[src/rtl/traffic_light_ctrl_pkg.sv]
// Shared types for the pedestrian-crossing controller: FSM state encoding and lamp bundle.
package traffic_light_ctrl_pkg;

    localparam int unsigned STATE_W = 3;

    typedef enum logic [STATE_W-1:0] {
        ST_CAR_GREEN  = 3'd0,
        ST_CAR_YELLOW = 3'd1,
        ST_ALL_RED_1  = 3'd2,
        ST_PED_GREEN  = 3'd3,
        ST_PED_BLINK  = 3'd4,
        ST_ALL_RED_2  = 3'd5
    } state_e;

    typedef struct packed {
        logic car_red;
        logic car_yellow;
        logic car_green;
        logic ped_red;
        logic ped_green;
    } lamps_t;

endpackage

[src/rtl/traffic_light_ctrl_rise_detect.sv]
// Rising-edge detector: one-cycle pulse on a 0->1 transition of a clk-synchronous input.
module traffic_light_ctrl_rise_detect (
    input  logic clk,
    input  logic rst_n,
    input  logic d,
    output logic rise_c
);

    logic d_q;

    always_ff @(posedge clk or negedge rst_n) begin
        if (!rst_n) begin
            d_q <= 1'b0;
        end else begin
            d_q <= d;
        end
    end

    assign rise_c = d & ~d_q;

endmodule

[src/rtl/traffic_light_ctrl.sv]
// Pedestrian-crossing traffic-light controller; all durations counted in rising edges of tick_src.
module traffic_light_ctrl
    import traffic_light_ctrl_pkg::*;
#(
    parameter int unsigned TW          = 4,
    parameter int unsigned T_GREEN_MIN = 8,
    parameter int unsigned T_YELLOW    = 3,
    parameter int unsigned T_ALLRED    = 1,
    parameter int unsigned T_PED       = 6,
    parameter int unsigned T_BLINK     = 4
) (
    input  logic clk,
    input  logic rst,
    input  logic tick_src,
    input  logic ped_btn,
    output logic car_red,
    output logic car_yellow,
    output logic car_green,
    output logic ped_red,
    output logic ped_green,
    output logic ped_wait
);

    localparam logic [TW-1:0] TIMER_MAX    = '1;
    localparam logic [TW-1:0] GREEN_LAST   = TW'(T_GREEN_MIN - 1);
    localparam logic [TW-1:0] YELLOW_LAST  = TW'(T_YELLOW - 1);
    localparam logic [TW-1:0] ALLRED_LAST  = TW'(T_ALLRED - 1);
    localparam logic [TW-1:0] PED_LAST     = TW'(T_PED - 1);
    localparam logic [TW-1:0] BLINK_LAST   = TW'(T_BLINK - 1);

    state_e          state;
    state_e          state_nxt;
    logic [TW-1:0]   timer;
    logic            tick_en;
    logic            btn_meta;
    logic            btn_sync;
    logic            req;
    logic            enter_ped;
    lamps_t          lamps;

    traffic_light_ctrl_rise_detect u_tick_rise (
        .clk    (clk),
        .rst_n  (rst),
        .d      (tick_src),
        .rise_c (tick_en)
    );

    // Two-flop synchroniser for the asynchronous button
    always_ff @(posedge clk or negedge rst) begin
        if (!rst) begin
            btn_meta <= 1'b0;
            btn_sync <= 1'b0;
        end else begin
            btn_meta <= ped_btn;
            btn_sync <= btn_meta;
        end
    end

    assign enter_ped = (state_nxt == ST_PED_GREEN) && (state != ST_PED_GREEN);

    // Request latch; serving the request wins over a press on the same edge
    always_ff @(posedge clk or negedge rst) begin
        if (!rst) begin
            req <= 1'b0;
        end else if (enter_ped) begin
            req <= 1'b0;
        end else if (btn_sync) begin
            req <= 1'b1;
        end
    end

    // Per-state tick counter, saturating so an idle green never wraps
    always_ff @(posedge clk or negedge rst) begin
        if (!rst) begin
            timer <= '0;
        end else if (state_nxt != state) begin
            timer <= '0;
        end else if (tick_en && (timer != TIMER_MAX)) begin
            timer <= timer + TW'(1);
        end
    end

    always_ff @(posedge clk or negedge rst) begin
        if (!rst) begin
            state <= ST_CAR_GREEN;
        end else begin
            state <= state_nxt;
        end
    end

    always_comb begin
        state_nxt = state;
        case (state)
            ST_CAR_GREEN:  if (tick_en && req && (timer >= GREEN_LAST)) state_nxt = ST_CAR_YELLOW;
            ST_CAR_YELLOW: if (tick_en && (timer == YELLOW_LAST))       state_nxt = ST_ALL_RED_1;
            ST_ALL_RED_1:  if (tick_en && (timer == ALLRED_LAST))       state_nxt = ST_PED_GREEN;
            ST_PED_GREEN:  if (tick_en && (timer == PED_LAST))          state_nxt = ST_PED_BLINK;
            ST_PED_BLINK:  if (tick_en && (timer == BLINK_LAST))        state_nxt = ST_ALL_RED_2;
            ST_ALL_RED_2:  if (tick_en && (timer == ALLRED_LAST))       state_nxt = ST_CAR_GREEN;
            default:       state_nxt = ST_CAR_GREEN;
        endcase
    end

    // Moore lamp decode; blink starts lit on even timer values
    always_comb begin
        lamps = '0;
        case (state)
            ST_CAR_GREEN:  begin lamps.car_green  = 1'b1; lamps.ped_red = 1'b1; end
            ST_CAR_YELLOW: begin lamps.car_yellow = 1'b1; lamps.ped_red = 1'b1; end
            ST_ALL_RED_1,
            ST_ALL_RED_2:  begin lamps.car_red    = 1'b1; lamps.ped_red = 1'b1; end
            ST_PED_GREEN:  begin lamps.car_red    = 1'b1; lamps.ped_green = 1'b1; end
            ST_PED_BLINK:  begin lamps.car_red    = 1'b1; lamps.ped_green = ~timer[0]; end
            default:       begin lamps.car_green  = 1'b1; lamps.ped_red = 1'b1; end
        endcase
    end

    assign car_red    = lamps.car_red;
    assign car_yellow = lamps.car_yellow;
    assign car_green  = lamps.car_green;
    assign ped_red    = lamps.ped_red;
    assign ped_green  = lamps.ped_green;
    assign ped_wait   = req;

endmodule

[config.mk]
export PLATFORM = sky130hd
export DESIGN_NAME = traffic_light_ctrl
export DESIGN_NICKNAME = d
export VERILOG_FILES = /design/src/rtl/traffic_light_ctrl_pkg.sv /design/src/rtl/traffic_light_ctrl_rise_detect.sv /design/src/rtl/traffic_light_ctrl.sv
export SDC_FILE = /design/constraint.sdc
export NUM_CORES = 1
export LEC_CHECK = 0
export CAP_MARGIN = 20
export CORE_AREA = 5 5 42 44
export CTS_BUF_LIST = sky130_fd_sc_hd__clkbuf_8
export DETAILED_ROUTE_END_ITERATION = 8
export DIE_AREA = 0 0 47 49
export PLACE_DENSITY = 0.79
export SYNTH_ARGS = -nofsm -noshare
export SYNTH_HDL_FRONTEND = slang
export SYNTH_SLANG_ARGS = --single-unit
[constraint.sdc]
create_clock -name clk -period 4.7 [get_ports clk]
set_clock_uncertainty 0.2 [all_clocks]
set_input_delay 0.94 -clock clk [delete_from_list [all_inputs] [get_ports clk]]
set_output_delay 0.94 -clock clk [all_outputs]
set_load 0.1 [all_outputs]
==> metrics, run 1 <==
outcome finished clean; first-pass GRT wire length 2970 µm; Setup Fix Bufs, Post-CTS 0; number of flops mapped to enable cells by yosys 0; CP Capture Type output pin; Clock Latency Late Sink roughly 0.24 ns; layout net count 97; Die ar. about 2300 µm²; Net Sw Power between 300 and 400 µW; Post-synth top flop dfrtp_1; # fillers between 100 and 150; post-synthesis cell count just under 80; post-layout util between 60% and 70%; GR Overflow Total 0; Max Cap Viol 0; clk buf depth 2; CTS Buf Count 3; Worst Path Required about 3.6 ns; Hold Path Class flip-flop to flip-flop; Reg power frac approximately 28%; class of the most critical setup path flip-flop to output pin; post-synthesis sequential area ratio around 36%; Comb pwr share between 50 and 60%; max-slew violations 0; Vias a little over 700; Tmin final about 3.6 ns; DRC Markers 0; RD Place Congestion around 0.86; critical path peak fanout 12; Synth cell types 38; Initial Util a little over half; Final Hold Vio Count 0; Critical Path Source Type flip-flop; Initial DRT Pass Iterations 4; Max Freq 0.277 GHz; VDD IR max between 0.0003 and 0.0004 V; Ant. Diodes 0; hpwl dp between 1000 and 1500 µm; initial antenna violation count 0; P_leak 0.387 nW; Arr. time, crit path approximately 2.5 ns; final setup fails 0; # resized after CTS 0; Hold Slack roughly 0.15 ns; Ports 10; DR WL/cell ~17 µm; CTS Hold Bufs 0; async set-reset flop share out of synthesis 100%; Worst slew margin between 30% and 40%; largest net degree at the start of global routing 13; total track usage approximately 18%; Placeable Area roughly 1400 µm²; Die W about 47 µm; IO buf count 9; row cnt 14; Synth Warn # 0; P_int approximately 280 µW; Post-DRT Antenna Nets 0; DRT Wirelength approximately 1800 µm; drt via density 6.89; Syn Area/Cell between 9 and 10 µm²; placed standard-cell area around 850 µm²; Synth Register Bits 11; CTS sink cnt 11; Clk pwr share between 10% and 20%; setup tns final 0 ns; clk slew on worst S/H paths approximately 0.05 ns; initial DRC count 33; pwr/cell area between 600 and 700 nW/µm²; root buf cell clkbuf_8; area delta synth->final 18.8%; H-tree levels 1; vias in the first global route 679; syn_nets 86; Net Sw Frac 52.4%; Die Ht ~49 µm; RSZ-0062 raised after global routing no; CTS tree done; final period utilization roughly three quarters; setup slack at placement around 1.4 ns; share of cells above drive strength 1 approximately 11%; Setup WS post-layout about 1.1 ns; post-layout instance area between 800 and 900 µm²; worst-margin pin slew between 0.9 and 1 ns; Post-Syn Area 757 µm²
==> sequential cells by signal, indices dropped and copies added (netlist names) <==
register / flops
state: 3
u_tick_rise.d_q: 1
btn_sync: 1
ped_wait: 1
btn_meta: 1
timer: 4
==> layout by cell type, fill, tap and decap left out, types with 4 or more instances in the layout <==
master | synthesis | layout
dfrtp_1 | 11 | 11
nand3_1 | 4 | 4
nor2_1 | 4 | 4
ha_1 | 4 | 4
clkdlybuf4s50_1 | 0 | 9
o22ai_1 | 4 | 4
and3_1 | 4 | 4
a21oi_1 | 6 | 6
==> kinds of logic after synthesis <==
family / count (synthesis) / share of synthesized area, %
compound gates: 29 / 28.8
flops: 11 / 36.4
buf+inv: 6 / 3.31
simple gates: 27 / 23.8
fa+ha+maj: 4 / 6.61
xor+xnor: 1 / 1.16
==> power by group through the flow <==
| stage | Combinational, mW | Clock [mW] | Sequential, mW |
|---|---|---|---|
| after floorplan | 0.265 | 0 | 0.146 |
| after global placement | 0.315 | 0 | 0.158 |
| after detailed placement | 0.319 | 0 | 0.159 |
| after CTS | 0.321 | 0.0989 | 0.157 |
| after global routing | 0.344 | 0.105 | 0.164 |
| final | 0.321 | 0.0985 | 0.159 |
==> cell usage after synthesis (2+ instances only) <==
cell type  instances  area, µm²
dfrtp_1           11        275
nor2_1             4       15.0
a21oi_1            6       30.0
o32ai_2            2       32.5
buf_2              2       10.0
nand2b_1           3       18.8
a31oi_1            3       18.8
o21ai_0            2       10.0
inv_1              3       11.3
ha_1               4       50.1
and3_1             4       25.0
nand2_1            2       7.51
o22ai_1            4       25.0
nand3_1            4       20.0
==> metal layers <==
metal	share of wire, %	vias up	track usage (%)
met5	0	-	0
met3	8.3	9	3.32
met2	50	45	29.0
li1	-	328	-
met4	3.3	0	7.37
met1	38	335	22.1
==> final timing paths <==
kind                             end  slack, ns  startpoint  depth (start not counted)
max                        ped_green       1.08    state[0]                          3
min                         btn_sync       0.15    btn_meta                          0
max reg2reg                 timer[0]       2.79    timer[0]                          5
min reg2reg                 btn_sync       0.15    btn_meta                          0
max in group asynchronous   timer[1]       3.14         rst                          1
min in group asynchronous   btn_meta       0.83         rst                          1
==> cell type report <==
class                           instances  area, µm²  area share [%]
Clock buffer                            3       41.3            4.59
Tap cell                               16       20.0            2.23
Clock inverter                          1       5.00           0.556
Multi-Input combinational cell         61        457            50.8
Timing Repair Buffer                    9       90.1            10.0
Sequential cell                        11        275            30.6
Inverter                                3       11.3            1.25
==> stage by stage <==
step | std cells | power [mW]
6_report | 104 | 0.579
4_1_cts | 104 | 0.577
3_5_place_dp | 100 | 0.478
2_1_floorplan | 78 | 0.410
5_1_grt | 104 | 0.613
3_3_place_gp | 100 | 0.472
==> worst max-delay path, stage by stage (launching register included) <==
cell,delay [ns]
dfrtp_1,0.54
or2b_2,0.38
o32ai_1,0.13
clkdlybuf4s50_1,1.17
No activity file was read; power rests on OpenSTA's default activity.
==> inputs of run 2 (changes only) <==
- CORE_AREA: 5 5 42 44 -> unset
- CORE_MARGIN: unset -> 5
- CORE_UTILIZATION: unset -> 50
- DIE_AREA: 0 0 47 49 -> unset
- PLACE_DENSITY: 0.79 -> 0.73
- clock period: 4.7 -> 3.3 ns (I/O delays scaled with it)
==> run 2 against run 1 <==
Hold slack better by 0.0018 ns. Clock power increased by 34%. Die area rose by 3.9%. Critical path type unchanged. Register-to-register slack lost 1.4 ns. Combinational power grew 41%. Sequential share of layout area about the same. Global-route usage shrank 3.8 points.
==> metrics, run 2 (synthesis results as in run 1) <==
Vias between 600 and 700; total track usage approximately 14%; P_leak 0.396 nW; GR Overflow Total 0; Worst Min Path Start btn_meta; Multi-input gate area 474 µm²; pwr/cell area roughly 900 nW/µm²; clk buf depth 2; first-pass GRT wire length 2760 µm; hpwl dp between 1000 and 1500 µm; Hold Path Class flip-flop to flip-flop; Setup Fix Bufs, Post-CTS 0; post-layout util between 60 and 70%; largest net degree at the start of global routing 13; H-tree levels 1; share of cells above drive strength 1 between 20% and 30%; final period utilization about three quarters; RD Place Congestion about 0.8; Ports 10; class of the most critical setup path flip-flop to output pin; Worst Path Required approximately 2.4 ns; drt via density about 6.3; DRT Wirelength about 1600 µm; area delta synth->final 19.0%; most common cell after layout, fill and taps aside dfrtp_1; clk slew on worst S/H paths around 0.05 ns; Final Hold Vio Count 0; max-slew violations 0; vias in the first global route between 600 and 700; Ant. Diodes 0; row cnt 14; VDD IR max around 0.00048 V; max reg flops 4; register area ~280 µm²; root buf cell clkbuf_8; RSZ-0062 raised after global routing no; Arr. time, crit path approximately 1.7 ns; Clock Latency Late Sink between 0.2 and 0.25 ns; final setup fails 0; reg2reg start timer[0]; Initial DRT Pass Iterations 4; initial DRC count 19; Critical Path Source Type flip-flop; Tmin final roughly 2.5 ns; R2R depth 5; CTS Hold Bufs 0; Top reg by flops timer; crit path from state[0]; CP Capture Type output pin; Die W ~50 µm; Die Ht approximately 49 µm; initial antenna violation count 0; commonest non-fill, non-tap cells in the layout 11 x dfrtp_1, 6 x a21oi_1, 6 x buf_4; Max Cap Viol 0; Max Freq 0.396 GHz; Worst slew margin 67.4%; # resized after CTS 0; worst-margin pin slew around 0.5 ns; critical path peak fanout 12; total power slightly above 800 µW; layout net count just under 100; DRC Markers 0; CTS Buf Count 3; CTS sink cnt 11; IO buf count 9; Placeable Area between 1000 and 1500 µm²; # fillers between 100 and 150; max incr delay on CP ~0.56 ns; CTS tree done; Die ar. 2390 µm²; Post-DRT Antenna Nets 0; Worst Hold Depth 0; Largest regs timer: 4 flops, state: 3 flops; outcome finished clean; DR WL/cell 15.2 µm; Initial Util between 50% and 60%; crit-path cells or2b_2 -> o32ai_2 -> buf_4; slowest cell on the critical path dfrtp_1
==> run 2: cell count changes in the layout (fill, tap and decap cells not counted), sizes merged <==
cell	change
buf	+6
clkdlybuf4s50	-6
clkinv	-1
inv	+1
==> run 2: path summary, 6_finish.rpt <==
check,end,slack (ns)
setup reg to reg,timer[1],1.37
min in group asynchronous,state[0],0.55
max in group asynchronous,state[1],2.01
hold reg to reg,btn_sync,0.15
setup / recovery,ped_green,0.77
hold / removal,btn_sync,0.15
==> run 2: power by group <==
part | internal [mW] | total (mW) | switching, mW
Combinational | 0.140 | 0.452 | 0.312
Sequential | 0.165 | 0.230 | 0.0655
Clock | 0.0817 | 0.132 | 0.0506
==> run 2: area by class of cell <==
cell class              instances  share of cell area (%)
clock buffers                   3                    4.58
multi-input cells              61                    52.6
inverters                       3                    1.25
clock inverters                 1                   0.417
well taps                      16                    2.22
flip-flops and latches         11                    30.6
repair buffers                  9                    8.33
==> run 2: through the flow <==
stage	cells	cell area, µm²	worst slack (ns)	hold WS, ns	TNS (ns)
final	104	901	0.773	0.150	0
after global routing	104	901	0.672	0.154	0
after floorplan	78	774	-0.00444	0.131	-0.00444
after CTS	104	901	0.761	0.153	0
after detailed placement	100	856	0.793	0.142	0
after global placement	100	856	0.830	0.139	0
==> run 2: metal layers <==
metal,GRT usage (%),routed length (µm)
met1,18.4,718
met2,22.6,783
met5,0,0
met3,5.81,79
met4,0.448,0
==> run 2: worst max-delay path, delay by kind of cell (launching register included) <==
family                 cells  cell delay, ns
flip-flops                 1            0.56
buffers and inverters      1            0.33
AO/OA/AOI/OAI              1            0.13
AND/OR/NAND/NOR            1            0.40
==> inputs of run 3 (changes only) <==
- clock period: 3.3 -> 2 ns (I/O delays scaled with it)
==> run 3 against run 2 <==
Utilization is 14 points higher. Die area stayed put. Largest power group unchanged. Sequential power is 53% higher. Critical endpoint is now ped_red.
==> metrics, run 3 (synthesis results as in run 1) <==
Hold Path Class flip-flop to flip-flop; DRC Markers 0; Max Freq 0.512 GHz; Top reg by flops timer; Die W ~49 µm; clk slew on worst S/H paths 0.05 ns; Ports 10; Vias about 730; Largest regs timer: 4 flops, state: 3 flops; max-slew violations 0; Max Cap Viol 0; total track usage roughly 16%; area delta synth->final 47.1%; layout net count around 110; # fillers around 110; DR WL/cell 16.4 µm; H-tree levels 1; Initial DRT Pass Iterations 4; initial DRC count 13; final setup fails 0; pwr/cell area between 1000 and 1500 nW/µm²; P_leak between 0.4 and 0.5 nW; first-pass GRT wire length 3080 µm; Arr. time, crit path 1.35 ns; slowest cell on the critical path dfrtp_1; setup slack at placement -0.259 ns; critical path peak fanout 5; RD Place Congestion 0.857; max reg flops 4; drt via density roughly 6.4; root buf cell clkbuf_8; clk buf depth 2; share of cells above drive strength 1 a little under two fifths; Buf/Inv on CP 1; Ant. Diodes 0; DRT Wirelength around 1900 µm; vias in the first global route a little under 700; RSZ-0062 raised after global routing no; hpwl dp around 1400 µm; Hold Slack roughly 0.15 ns; final period utilization between 90% and 100%; Setup WS post-layout around 0.046 ns; GR Overflow Total 0; CP Capture Type output pin; CTS sink cnt 11; row cnt 14; register area between 200 and 300 µm²; Placeable Area 1470 µm²; max incr delay on CP 0.40 ns; post-layout util 75.7%; class of the most critical setup path flip-flop to output pin; VDD IR max ~0.00076 V; Die Ht approximately 50 µm; initial antenna violation count 0; Multi-input gate area approximately 540 µm²; CTS Buf Count 3; Tmin final ~2.0 ns; IO buf count 9; Final Hold Vio Count 0; Clock Latency Late Sink approximately 0.24 ns; crit-path cells or2b_4 -> o22a_2 -> buf_12; CTS tree done; Worst slew margin 67.0%; Die ar. between 2000 and 2500 µm²; Initial Util between 50% and 60%; worst-margin pin slew ~0.49 ns; Worst path top cell family by delay flip-flops; largest net degree at the start of global routing 12; Post-DRT Antenna Nets 0; Critical Path Source Type flip-flop; commonest non-fill, non-tap cells in the layout 9 x dfrtp_1, 9 x buf_4, 6 x a21oi_1, 6 x buf_12; Inst Count DP about 110; non-filler cells, final between 100 and 150; Worst Path Required ~1.4 ns; outcome finished clean
run 3: cell count changes in the layout (fill, tap and decap cells not counted), sizes merged:
cell           delta
buf               +9
dlymetal6s2s      +1
clkinv            +1
inv               -1
clkdlybuf4s50     -1
run 3: final cells by class:
type,instances,share of cell area (%)
Inverter,3,1.01
Timing Repair Buffer,18,19.8
Clock inverter,1,0.449
Multi-Input combinational cell,61,48.3
Sequential cell,11,24.9
Clock buffer,3,3.71
Tap cell,16,1.80
run 3: what timing repair did:
item	4_1_cts	5_1_grt
endpoints found under the setup margin	2	7
hold endpoints to repair	0	0
gates resized for setup	3	4
hold buffers	0	0
setup buffers	0	1
run 3: worst reg2reg max path: stages (launching register included):
cell and delay (ns):
dfrtp_1 0.47, nor4b_4 0.50, a21oi_1 0.24, o2111ai_1 0.24
o21ai_1 0.12
run 3: path summary, 6_finish.rpt:
kind / cells after the start / slack (ns) / start / to
setup / recovery: 3 / 0.05 / state[2] / ped_red
hold / removal: 0 / 0.15 / btn_meta / btn_sync
setup reg to reg: 4 / 0.09 / timer[2] / timer[2]
hold reg to reg: 0 / 0.15 / btn_meta / btn_sync
max in group asynchronous: 1 / 0.95 / rst / state[1]
min in group asynchronous: 1 / 0.29 / rst / btn_sync
run 3: metrics by stage:
step	setup TNS [ns]	power (mW)	area [µm²]
2_1_floorplan	-0.379	1.04	825
3_3_place_gp	-0.919	1.33	1030
3_5_place_dp	-1.25	1.34	1030
4_1_cts	0	1.57	1090
5_1_grt	0	1.69	1110
6_report	0	1.61	1110
run 3: per-layer routing:
metal / routed length [µm] / track usage [%] / share of wire (%) / up-vias
met5: 0 / 0 / 0 / -
met4: 34 / 8.52 / 1.8 / 0
met3: 111 / 5.20 / 6.0 / 4
met2: 894 / 25.9 / 48 / 27
met1: 813 / 19.3 / 44 / 352
li1: - / - / - / 343
run 3: report_power, final:
group | switching, mW | internal, mW
logic | 0.627 | 0.402
clock network | 0.0886 | 0.137
registers | 0.0769 | 0.274
